$ cat config.mk
export PLATFORM = sky130hd
export DESIGN_NAME = pa_perips_timer
export DESIGN_NICKNAME = d
export VERILOG_FILES = /design/src/rtl/pa_perips_timer.sv
export SDC_FILE = /design/constraint.sdc
export NUM_CORES = 1
export LEC_CHECK = 0
export CAP_MARGIN = 10
export CORE_MARGIN = 3
export CORE_UTILIZATION = 60
export DETAILED_ROUTE_END_ITERATION = 6
export GPL_ROUTABILITY_DRIVEN = 1
export MAX_ROUTING_LAYER = met4
export PLACE_DENSITY = 0.86
export RECOVER_POWER = 25
export SLEW_MARGIN = 40
export SYNTH_ARGS = -nofsm -noshare
export SYNTH_HDL_FRONTEND = slang
export SYNTH_SLANG_ARGS = --single-unit
$ cat constraint.sdc
create_clock -name clk_i -period 3.9 [get_ports clk_i]
set_clock_uncertainty 0.15 [all_clocks]
set_input_delay 0.78 -clock clk_i [delete_from_list [all_inputs] [get_ports clk_i]]
set_output_delay 0.78 -clock clk_i [all_outputs]
set_load 0.02 [all_outputs]
$ cat src/rtl/pa_perips_timer.sv
// Memory-mapped machine timer on the core data bus: prescaled 32-bit up-counter
// with compare, W1C match flag and a level interrupt to the core.
module pa_perips_timer #(
  parameter logic [31:0] BASE_ADDR = 32'h4000_0000,
  parameter logic [31:0] ADDR_MASK = 32'hFFFF_FFE0
) (
  input  logic        clk_i,
  input  logic        rst_n_i,
  input  logic [31:0] dbus_addr_i,
  input  logic        dbus_rd_i,
  input  logic        dbus_we_i,
  input  logic [2:0]  dbus_size_i,
  input  logic [31:0] dbus_data_i,
  output logic [31:0] dbus_data_o,
  output logic        irq_o
);

  localparam logic [2:0] OFF_CTRL   = 3'd0;
  localparam logic [2:0] OFF_PRESC  = 3'd1;
  localparam logic [2:0] OFF_COUNT  = 3'd2;
  localparam logic [2:0] OFF_CMP    = 3'd3;
  localparam logic [2:0] OFF_STATUS = 3'd4;

  logic [2:0]  ctrl_q,  ctrl_d;
  logic [15:0] presc_q, presc_d;
  logic [31:0] count_q, count_d;
  logic [31:0] cmp_q,   cmp_d;
  logic        pend_q,  pend_d;
  logic [15:0] pcnt_q,  pcnt_d;
  logic [31:0] rdata_q, rdata_d;

  logic        sel, wr, rd, tick, match, count_wr, pend_set, pend_clr;
  logic [2:0]  off;
  logic [3:0]  be;
  logic [31:0] rmux;

  function automatic logic [31:0] lane_merge(input logic [31:0] old_v,
                                             input logic [31:0] new_v,
                                             input logic [3:0]  en);
    logic [31:0] r;
    for (int b = 0; b < 4; b++)
      r[8*b +: 8] = en[b] ? new_v[8*b +: 8] : old_v[8*b +: 8];
    return r;
  endfunction

  always_comb begin
    sel = ((dbus_addr_i & ADDR_MASK) == BASE_ADDR);
    wr  = dbus_we_i & sel;
    rd  = dbus_rd_i & sel;
    off = dbus_addr_i[4:2];
    case (dbus_size_i)
      3'b000:  be = 4'b0001 << dbus_addr_i[1:0];
      3'b001:  be = dbus_addr_i[1] ? 4'b1100 : 4'b0011;
      default: be = 4'b1111;
    endcase
  end

  // Read data always reflects pre-write state, so a combined rd+we returns the old value.
  always_comb begin
    case (off)
      OFF_CTRL:   rmux = {29'h0, ctrl_q};
      OFF_PRESC:  rmux = {16'h0, presc_q};
      OFF_COUNT:  rmux = count_q;
      OFF_CMP:    rmux = cmp_q;
      OFF_STATUS: rmux = {31'h0, pend_q};
      default:    rmux = 32'h0;
    endcase
    rdata_d = rd ? rmux : rdata_q;
  end

  always_comb begin
    tick     = ctrl_q[0] && (pcnt_q == presc_q);
    match    = (count_q == cmp_q);
    count_wr = wr && (off == OFF_COUNT);
    pend_set = tick && match && !count_wr;
    pend_clr = wr && (off == OFF_STATUS) && be[0] && dbus_data_i[0];

    ctrl_d  = ctrl_q;
    presc_d = presc_q;
    cmp_d   = cmp_q;
    if (wr && off == OFF_CTRL && be[0]) ctrl_d = dbus_data_i[2:0];
    if (wr && off == OFF_PRESC) begin
      if (be[0]) presc_d[7:0]  = dbus_data_i[7:0];
      if (be[1]) presc_d[15:8] = dbus_data_i[15:8];
    end
    if (wr && off == OFF_CMP) cmp_d = lane_merge(cmp_q, dbus_data_i, be);

    if (!ctrl_q[0])  pcnt_d = 16'h0;
    else if (tick)   pcnt_d = 16'h0;
    else             pcnt_d = pcnt_q + 16'd1;

    // A software write to COUNT overrides any tick in the same cycle.
    if (count_wr)                    count_d = lane_merge(count_q, dbus_data_i, be);
    else if (tick && match && ctrl_q[2]) count_d = 32'h0;
    else if (tick)                   count_d = count_q + 32'd1;
    else                             count_d = count_q;

    pend_d = pend_set | (pend_q & ~pend_clr);
  end

  always_ff @(posedge clk_i or negedge rst_n_i) begin
    if (!rst_n_i) begin
      ctrl_q  <= 3'h0;
      presc_q <= 16'h0;
      count_q <= 32'h0;
      cmp_q   <= 32'hFFFF_FFFF;
      pend_q  <= 1'b0;
      pcnt_q  <= 16'h0;
      rdata_q <= 32'h0;
    end else begin
      ctrl_q  <= ctrl_d;
      presc_q <= presc_d;
      count_q <= count_d;
      cmp_q   <= cmp_d;
      pend_q  <= pend_d;
      pcnt_q  <= pcnt_d;
      rdata_q <= rdata_d;
    end
  end

  assign dbus_data_o = rdata_q;
  assign irq_o       = pend_q & ctrl_q[1];

endmodule

==> reports/results.ini, run 1 <==
[worst_hold_path]
hold-path-cell-count = 2
hp-class = reg2reg
hp-start = dbus_data_o[28]$_DFFE_PN0P_
hold_end = dbus_data_o[28]$_DFFE_PN0P_

[global_routing]
grt_pass1_wl_microns = 34780
first_global_vias = 6415
gr-total-overflow = 0
antenna_found_initial = 0
grt_max_degree = 78
grt_util_all_layers_pct = 32.38

[power_and_ir_drop]
p_sw_mw = 0.6802
powerDensity_mw_per_mm2 = 338.8
seqPwrFrac_pct = 44.2
p_int_mw = 2.426
power_leakage_nw = 3.696
comb_power_share_pct = 5.5
total_power_mw = 3.106
peakVddDrop_uv = 326.6
swShare_pct = 21.90
clkPwrFrac_pct = 50.4

[clock_network]
cts_setup_buffers = 0
cts.sinks = 132
cts_hold_buf = 0
cts_buffer_depth = 2
worstSkewPairLatency_ns = 0.42
cts_root_buf = clkbuf_16
clkTransAtPathRegs_ns = 0.06
tritoncts = done
cts_buffers = 17
htreeDepth = 4
ctsResizeCount = 0

[floorplanning]
placementRows = 40
die_w_microns = 117.5
initial_utilization_pct = 61.80
fp.coreArea_sq_mm = 0.01206
dieArea_sq_mm = 0.01380
ios = 104
die_height_microns = 117.5

[logic_synthesis]
netlist_area_sq_mm = 0.007455
synth_nets = 820
synthArstFlopShare_pct = 100.0
ys_ff_latch = 132
synth_edf_count = 0
yosys_warnings = 0
syn_area_per_cell_sq_um = 9.979
syn_inst = 747
yosysUniqueCellTypes = 47
seq_area_frac_synth_pct = 44.85
ys.flop_type = dfrtp_1

[detailed_routing]
viasPerCell = 6.274
first_pass_iters = 5
vias = 6368
first_iter_violations = 556
wl_per_cell_microns = 20.72
final_antenna_net_count = 0
drc = 0
wl_microns = 21030

[critical_path]
worstPathRequired_ns = 4.09
reg2reg_to = count_q[19]$_DFFE_PN0P_
end_kind = flop
critPathKind = in2reg
r2r-start = count_q[8]$_DFFE_PN0P_
cp_max_fo = 16
reg2reg_slack_ns = 0.91
ff2ff_path_depth = 8
start_kind = primary input
cp_data_arrival_time_ns = 3.51

[layout]
final_cell_count_no_fill = 1015
syn_to_final_growth_pct = 22.99
layout.nets = 907
insertedDiodeCount = 0
drive_above_1_share_pct = 18.65
layout_common_cells = clkdlybuf4s50_1 (101), dfrtp_1 (100), mux2_2 (64)
final_common_cell = clkdlybuf4s50_1
fin_util_pct = 76.02

[status]
status = finished, final reports clean

[place]
place_congestion = 0.9395
dp_hpwl_microns = 14910
numPortBuffers = 103
place_inst = 983

[sta]
relSlewSlack_pct = 3.345
setup_viol = 0
max_freq_mhz = 301.4
final.setup.tns_ns = 0
holdWs_ns = 0.3255
hold_viol = 0
period_minus_slack_ns = 3.318
worst_pin_slew_ns = 1.450
grt_setup_unrepaired = no
finalCritPeriodShare_pct = 85.08
drv_slew = 0

[run]
cap_viol_max_count = 0

through the flow:
stage | setup WS, ns | area, sq um
6_report | 0.5821 | 9169
2_1_floorplan | 1.104 | 7455
4_1_cts | 0.6071 | 9165
3_3_place_gp | 0.3391 | 8573
3_5_place_dp | 0.1764 | 8577
5_1_grt | 0.2765 | 9169
sequential cells by signal, summed over array words and instances, names as in the netlist:
register,flops
pend_q,1
count_q,32
dbus_data_o,32
pcnt_q,16
cmp_q,32
presc_q,16
ctrl_q,3
cells in the mapped netlist, types with 2 or more instances:
library cell  number  share of area [%]
buf_1              3               0.15
nand2b_1           3               0.25
o21ai_0           18                1.2
nand3_1           21                1.4
clkbuf_1          24                1.2
buf_2             13               0.87
a21oi_1           22                1.5
buf_4              3               0.30
nor3b_1            6               0.60
dfstp_2           32                 11
or3_1              2               0.17
a32oi_1            8               0.94
inv_1              5               0.25
nor4b_1            6               0.70
dfrtp_1          100                 34
ha_1               2               0.34
mux2i_1           18                2.4
mux2_2            64                9.7
o21ai_2            4               0.47
nor2_1            50                2.5
o21ai_1           63                4.2
nor3_1            16                1.1
buf_6              6               0.91
o31ai_1           29                2.9
nand2_1           61                3.1
mux4_2             2               0.60
xnor2_1           17                2.0
a311oi_1           4               0.47
a211oi_1           2               0.20
a22oi_1           14                1.4
nand4_1           18                1.5
and2_1             4               0.34
and4_1            11                1.3
and3_1             6               0.50
nor2b_1            3               0.25
or4_1              3               0.30
xor2_1            44                5.2
nor4_1            30                2.5
nand3b_1           2               0.20
worst max-delay path, cell delays in order:
cell and delay, ns:
clkdlybuf4s50_1 0.42, nor4_1 0.38, nand4_1 0.22, or4_1 0.79
o21ai_2 0.61, o21ai_0 0.19, o21ai_1 0.11
worst max path at each step:
stage,start,to
finish,dbus_addr_i[7],count_q[25]$_DFFE_PN0P_
global route,dbus_addr_i[14],count_q[25]$_DFFE_PN0P_
global placement,dbus_addr_i[18],count_q[25]$_DFFE_PN0P_
detailed placement,dbus_addr_i[14],count_q[25]$_DFFE_PN0P_
floorplan,dbus_addr_i[15],count_q[13]$_DFFE_PN0P_
CTS,dbus_addr_i[14],count_q[25]$_DFFE_PN0P_
kinds of logic after synthesis:
kind of cell             synth area share [%]
AO/OA/AOI/OAI                           13.44
XOR/XNOR                                7.385
adder cells (fa/ha/maj)                0.3356
buffers and inverters                   3.743
flip-flops                              44.85
multiplexers                            12.69
AND/OR/NAND/NOR                         17.56
per-layer routing:
metal / GRT usage, % / share of wire, %
met4: 11.72 / 2.5
met1: 42.86 / 42
met2: 50.72 / 49
met5: - / 0
met3: 5.766 / 6.4
power groups by stage:
stage / Combinational [mW] / Clock [mW] / Sequential (mW)
floorplan: 0.0373 / 0 / 1.40
global placement: 0.165 / 0 / 1.39
detailed placement: 0.168 / 0 / 1.39
CTS: 0.170 / 1.58 / 1.37
global route: 0.181 / 1.65 / 1.37
finish: 0.170 / 1.56 / 1.37
area by class of cell:
type	count	area [sq um]
multi-input combinational	560	3854
sequential	132	3343
fill	809	2893
timing repair buffer	117	1151
clock buffer	20	456.7
tap	168	210.2
clock inverter	12	131.4
inverter	6	22.52
Note: power is estimated with default switching activity, not from simulation.
==> run 2: changes to the inputs <==
ABC_AREA = 0   (was default)
CORE_UTILIZATION = 55   (was 60)
PLACE_DENSITY = 0.8   (was 0.86)
==> reports/results.ini, run 2 (synthesis gave the netlist of run 1 again) <==
[layout]
fin_util_pct = 71.62
multi_input_area_sq_mm = 0.003847
seqCellArea_sq_mm = 0.003343
design_area_sq_mm = 0.009259
insertedDiodeCount = 0
nFillCells = 980
final_cell_count_no_fill = 1027
layout.nets = 915
syn_to_final_growth_pct = 24.20
final_common_cell = clkdlybuf4s50_1
layout_common_cells = clkdlybuf4s50_1 (101), dfrtp_1 (100), mux2_2 (64)
drive_above_1_share_pct = 18.83

[power_and_ir_drop]
comb_power_share_pct = 5.5
swShare_pct = 21.05
p_sw_mw = 0.6580
total_power_mw = 3.125
peakVddDrop_uv = 280.3
clkPwrFrac_pct = 50.6
p_int_mw = 2.467
power_leakage_nw = 3.759
powerDensity_mw_per_mm2 = 337.5
seqPwrFrac_pct = 43.9

[clock_network]
clkTransAtPathRegs_ns = 0.05
cts_setup_buffers = 0
cts_root_buf = clkbuf_16
htreeDepth = 4
tritoncts = done
cts_hold_buf = 0
cts_buffers = 17
ctsResizeCount = 0
worstSkewPairLatency_ns = 0.42
cts_buffer_depth = 2
cts.sinks = 132

[floorplanning]
die_height_microns = 122.4
dieArea_sq_mm = 0.01499
ios = 104
fp.coreArea_sq_mm = 0.01293
die_w_microns = 122.4
initial_utilization_pct = 57.67
placementRows = 41

[sta]
holdWs_ns = 0.3252
finalCritPeriodShare_pct = 87.70
max_freq_mhz = 292.4
relSlewSlack_pct = -81.58
final.setup.tns_ns = 0
hold_viol = 0
drv_slew = 60
setup_viol = 0
grt_setup_unrepaired = no
timing.final.ws_setup_ns = 0.4795
worst_pin_slew_ns = 2.724
period_minus_slack_ns = 3.420

[detailed_routing]
wl_per_cell_microns = 20.78
first_pass_iters = 7
drc = 0
viasPerCell = 6.246
vias = 6415
first_iter_violations = 621
final_antenna_net_count = 0
wl_microns = 21340

[global_routing]
grt_pass1_wl_microns = 34250
first_global_vias = 6442
gr-total-overflow = 0
grt_util_all_layers_pct = 30.50
grt_max_degree = 61
antenna_found_initial = 0

[critical_path]
worstPathRequired_ns = 4.08
cp_data_arrival_time_ns = 3.60
ff2ff_path_depth = 7
start_kind = primary input
critPathKind = in2reg
cp_max_fo = 16
end_kind = flop

[run]
cap_viol_max_count = 1

[place]
placed_area_sq_mm = 0.008667
post-place-ws_ns = 0.1723
place_congestion = 0.9078
place_inst = 995
numPortBuffers = 103
dp_hpwl_microns = 15160

[worst_hold_path]
hold-path-cell-count = 2
hp-class = reg2reg

[status]
status = finished, violations left
violations = max-capacitance violations, max-slew violations

==> run 2: changes by cell type in the layout (fill, tap and decap cells not counted), sizes merged <==
cell and delta:
clkinv -4, buf +8, dlygate4sd2 +1, clkbuf +8
bufinv -1, clkinvlp -4
==> run 2: power by group through the flow <==
| stage | logic, mW | clock network, mW | registers [mW] |
|---|---|---|---|
| 2_1_floorplan | 0.0373 | 0 | 1.40 |
| 3_3_place_gp | 0.168 | 0 | 1.39 |
| 3_5_place_dp | 0.171 | 0 | 1.39 |
| 4_1_cts | 0.172 | 1.60 | 1.37 |
| 5_1_grt | 0.183 | 1.67 | 1.37 |
| 6_report | 0.172 | 1.58 | 1.37 |
==> run 2: final cells by class <==
type	count	area share, %
Multi-Input combinational cell	560	41.55
Timing Repair Buffer	125	13.39
Inverter	6	0.2432
Sequential cell	132	36.11
Clock inverter	3	0.4324
Tap cell	172	2.324
Clock buffer	29	5.946
==> run 2: path summary, 6_finish.rpt <==
check / slack [ns] / to / startpoint
max: 0.48 / count_q[25]$_DFFE_PN0P_ / dbus_addr_i[18]
min: 0.33 / dbus_data_o[12]$_DFFE_PN0P_ / dbus_data_o[12]$_DFFE_PN0P_
max reg2reg: 0.74 / count_q[25]$_DFFE_PN0P_ / cmp_q[2]$_DFFE_PN1P_
min reg2reg: 0.33 / dbus_data_o[12]$_DFFE_PN0P_ / dbus_data_o[12]$_DFFE_PN0P_
max in group asynchronous: 0.81 / cmp_q[30]$_DFFE_PN1P_ / rst_n_i
min in group asynchronous: 1.22 / dbus_data_o[21]$_DFFE_PN0P_ / rst_n_i
==> run 2: critical path, cell delays in order <==
cell and delay, ns:
clkdlybuf4s50_1 0.42, nor4b_1 0.41, nand4_1 0.23, or4_1 0.83
o21ai_2 0.62, o21ai_0 0.19, o21ai_1 0.12
==> run 2: layer usage <==
layer	GRT usage, %	up-vias	share of wire (%)
met1	39.46	3157	42
met2	48.68	269	49
met3	5.530	47	6.2
met5	-	-	0
li1	-	2942	-
met4	10.57	0	2.1
==> run 3: changes to the inputs <==
CORE_UTILIZATION = 48   (was 55)
PLACE_DENSITY = 0.71   (was 0.8)
==> reports/results.ini, run 3 (synthesis gave the netlist of run 1 again) <==
[critical_path]
worstPathRequired_ns = 4.10
cp_cell_sequence = clkdlybuf4s50_1 > nor4b_1 > nand4_1 > or4_1 > o21ai_2 > o21ai_0 > o21ai_1
crit_cells = 7
cp_top_family = simple AND/OR/NAND/NOR gates
start_kind = primary input
ff2ff_path_depth = 8
cp_data_arrival_time_ns = 3.51
cp.buffers_inverters = 1
critPathKind = in2reg
cp_max_fo = 16
critical-path-slowest-cell = or4_1
end_kind = flop
reg2reg_slack_ns = 0.65
cpPeakStageDelay_ns = 0.78

[power_and_ir_drop]
p_int_mw = 2.478
p_sw_mw = 0.6759
swShare_pct = 21.43
comb_power_share_pct = 5.5
seqPwrFrac_pct = 43.5
powerDensity_mw_per_mm2 = 340.6
peakVddDrop_uv = 295.1
clkPwrFrac_pct = 51.0
power_leakage_nw = 3.745

[place]
numPortBuffers = 103
dp_hpwl_microns = 15400
place_inst = 1007
place_congestion = 0.9237
post-place-ws_ns = 0.1694

[floorplanning]
ios = 104
die_height_microns = 130.6
die_w_microns = 130.6
initial_utilization_pct = 50.15
placementRows = 44
fp.coreArea_sq_mm = 0.01486
dieArea_sq_mm = 0.01706

[layout]
seqCellArea_sq_mm = 0.003343
final_common_cell = clkdlybuf4s50_1
syn_to_final_growth_pct = 24.22
layout_common_cells = clkdlybuf4s50_1 (101), dfrtp_1 (100), mux2_2 (64)
insertedDiodeCount = 0
layout.nets = 915
final_cell_count_no_fill = 1039
multi_input_area_sq_mm = 0.003854
nFillCells = 1211
drive_above_1_share_pct = 18.83

[sta]
relSlewSlack_pct = -91.39
worst_pin_slew_ns = 2.871
setup_viol = 0
grt_setup_unrepaired = no
timing.final.ws_setup_ns = 0.5882
finalCritPeriodShare_pct = 84.92
period_minus_slack_ns = 3.312
drv_slew = 50
final.setup.tns_ns = 0
max_freq_mhz = 302.0
hold_viol = 0

[status]
violations = max-capacitance violations, max-slew violations
status = finished, violations left

[clock_network]
ctsResizeCount = 0
htreeDepth = 4
cts_buffers = 17
worstSkewPairLatency_ns = 0.43
cts_setup_buffers = 0
cts_root_buf = clkbuf_16
cts_buffer_depth = 2
cts_hold_buf = 0
tritoncts = done
clkTransAtPathRegs_ns = 0.06
cts.sinks = 132

[global_routing]
grt_pass1_wl_microns = 34290
gr-total-overflow = 0
grt_max_degree = 77
first_global_vias = 6270
grt_util_all_layers_pct = 26.62
antenna_found_initial = 0

[run]
cap_viol_max_count = 1

[detailed_routing]
wl_microns = 21590
drc = 0
viasPerCell = 6.205
wl_per_cell_microns = 20.78
final_antenna_net_count = 0
first_pass_iters = 7
first_iter_violations = 803
vias = 6447

[worst_hold_path]
hold-path-cell-count = 2
hp-class = reg2reg

==> run 3: cell types whose count changed in the layout (fill, tap and decap cells not counted) <==
cell           change
buf_12             -1
buf_4              +1
bufinv_16          +1
clkbuf_1           +2
clkbuf_8           -3
clkinv_2           +1
dlygate4sd2_1      -1
nor4_1             -1
nor4_2             +1
==> run 3: area by class of cell <==
class	count	share of cell area (%)
sequential	132	36.10
tap	184	2.486
clock buffer	27	5.540
inverter	6	0.2432
multi-input combinational	560	41.62
clock inverter	5	0.8107
timing repair buffer	125	13.20
==> run 3: power by group through the flow <==
stage | combinational, mW | clock (mW) | sequential, mW
3_5_place_dp | 0.173 | 0 | 1.39
5_1_grt | 0.186 | 1.69 | 1.37
3_3_place_gp | 0.172 | 0 | 1.39
2_1_floorplan | 0.0373 | 0 | 1.40
4_1_cts | 0.175 | 1.62 | 1.37
6_report | 0.173 | 1.61 | 1.37
==> run 3: worst paths after layout <==
check | startpoint | to
max | dbus_addr_i[15] | count_q[25]$_DFFE_PN0P_
min reg2reg | dbus_data_o[7]$_DFFE_PN0P_ | dbus_data_o[7]$_DFFE_PN0P_
min | dbus_data_o[7]$_DFFE_PN0P_ | dbus_data_o[7]$_DFFE_PN0P_
min in group asynchronous | rst_n_i | dbus_data_o[20]$_DFFE_PN0P_
max in group asynchronous | rst_n_i | dbus_data_o[5]$_DFFE_PN0P_
max reg2reg | count_q[2]$_DFFE_PN0P_ | count_q[19]$_DFFE_PN0P_
==> run 3: per-layer routing <==
| layer | routed length [microns] | vias to the layer above | global-route usage, % |
|---|---|---|---|
| met3 | 1447 | 43 | 4.593 |
| met5 | 0 | - | - |
| li1 | - | 2948 | - |
| met4 | 360 | 0 | 7.562 |
| met1 | 9364 | 3189 | 36.11 |
| met2 | 10420 | 267 | 41.43 |
==> run 3: through the flow <==
| stage | hold slack [ns] | utilization [%] | area (sq um) | power (mW) |
|---|---|---|---|---|
| final | 0.3254 | 62.30 | 9260 | 3.154 |
| after CTS | 0.2634 | 62.28 | 9258 | 3.164 |
| after floorplan | 0.3264 | - | 7455 | 1.433 |
| after global routing | 0.3506 | 62.30 | 9260 | 3.242 |
| after global placement | 0.3105 | 58.30 | 8666 | 1.567 |
| after detailed placement | 0.3161 | 58.32 | 8670 | 1.568 |
==> run 3: worst register-to-register path, delay by kind of cell (launching register included) <==
family,cells,cell delay (ns)
flops,1,0.46
compound gates,3,0.32
buf+inv,1,0.33
simple gates,3,1.67
xor+xnor,1,0.21
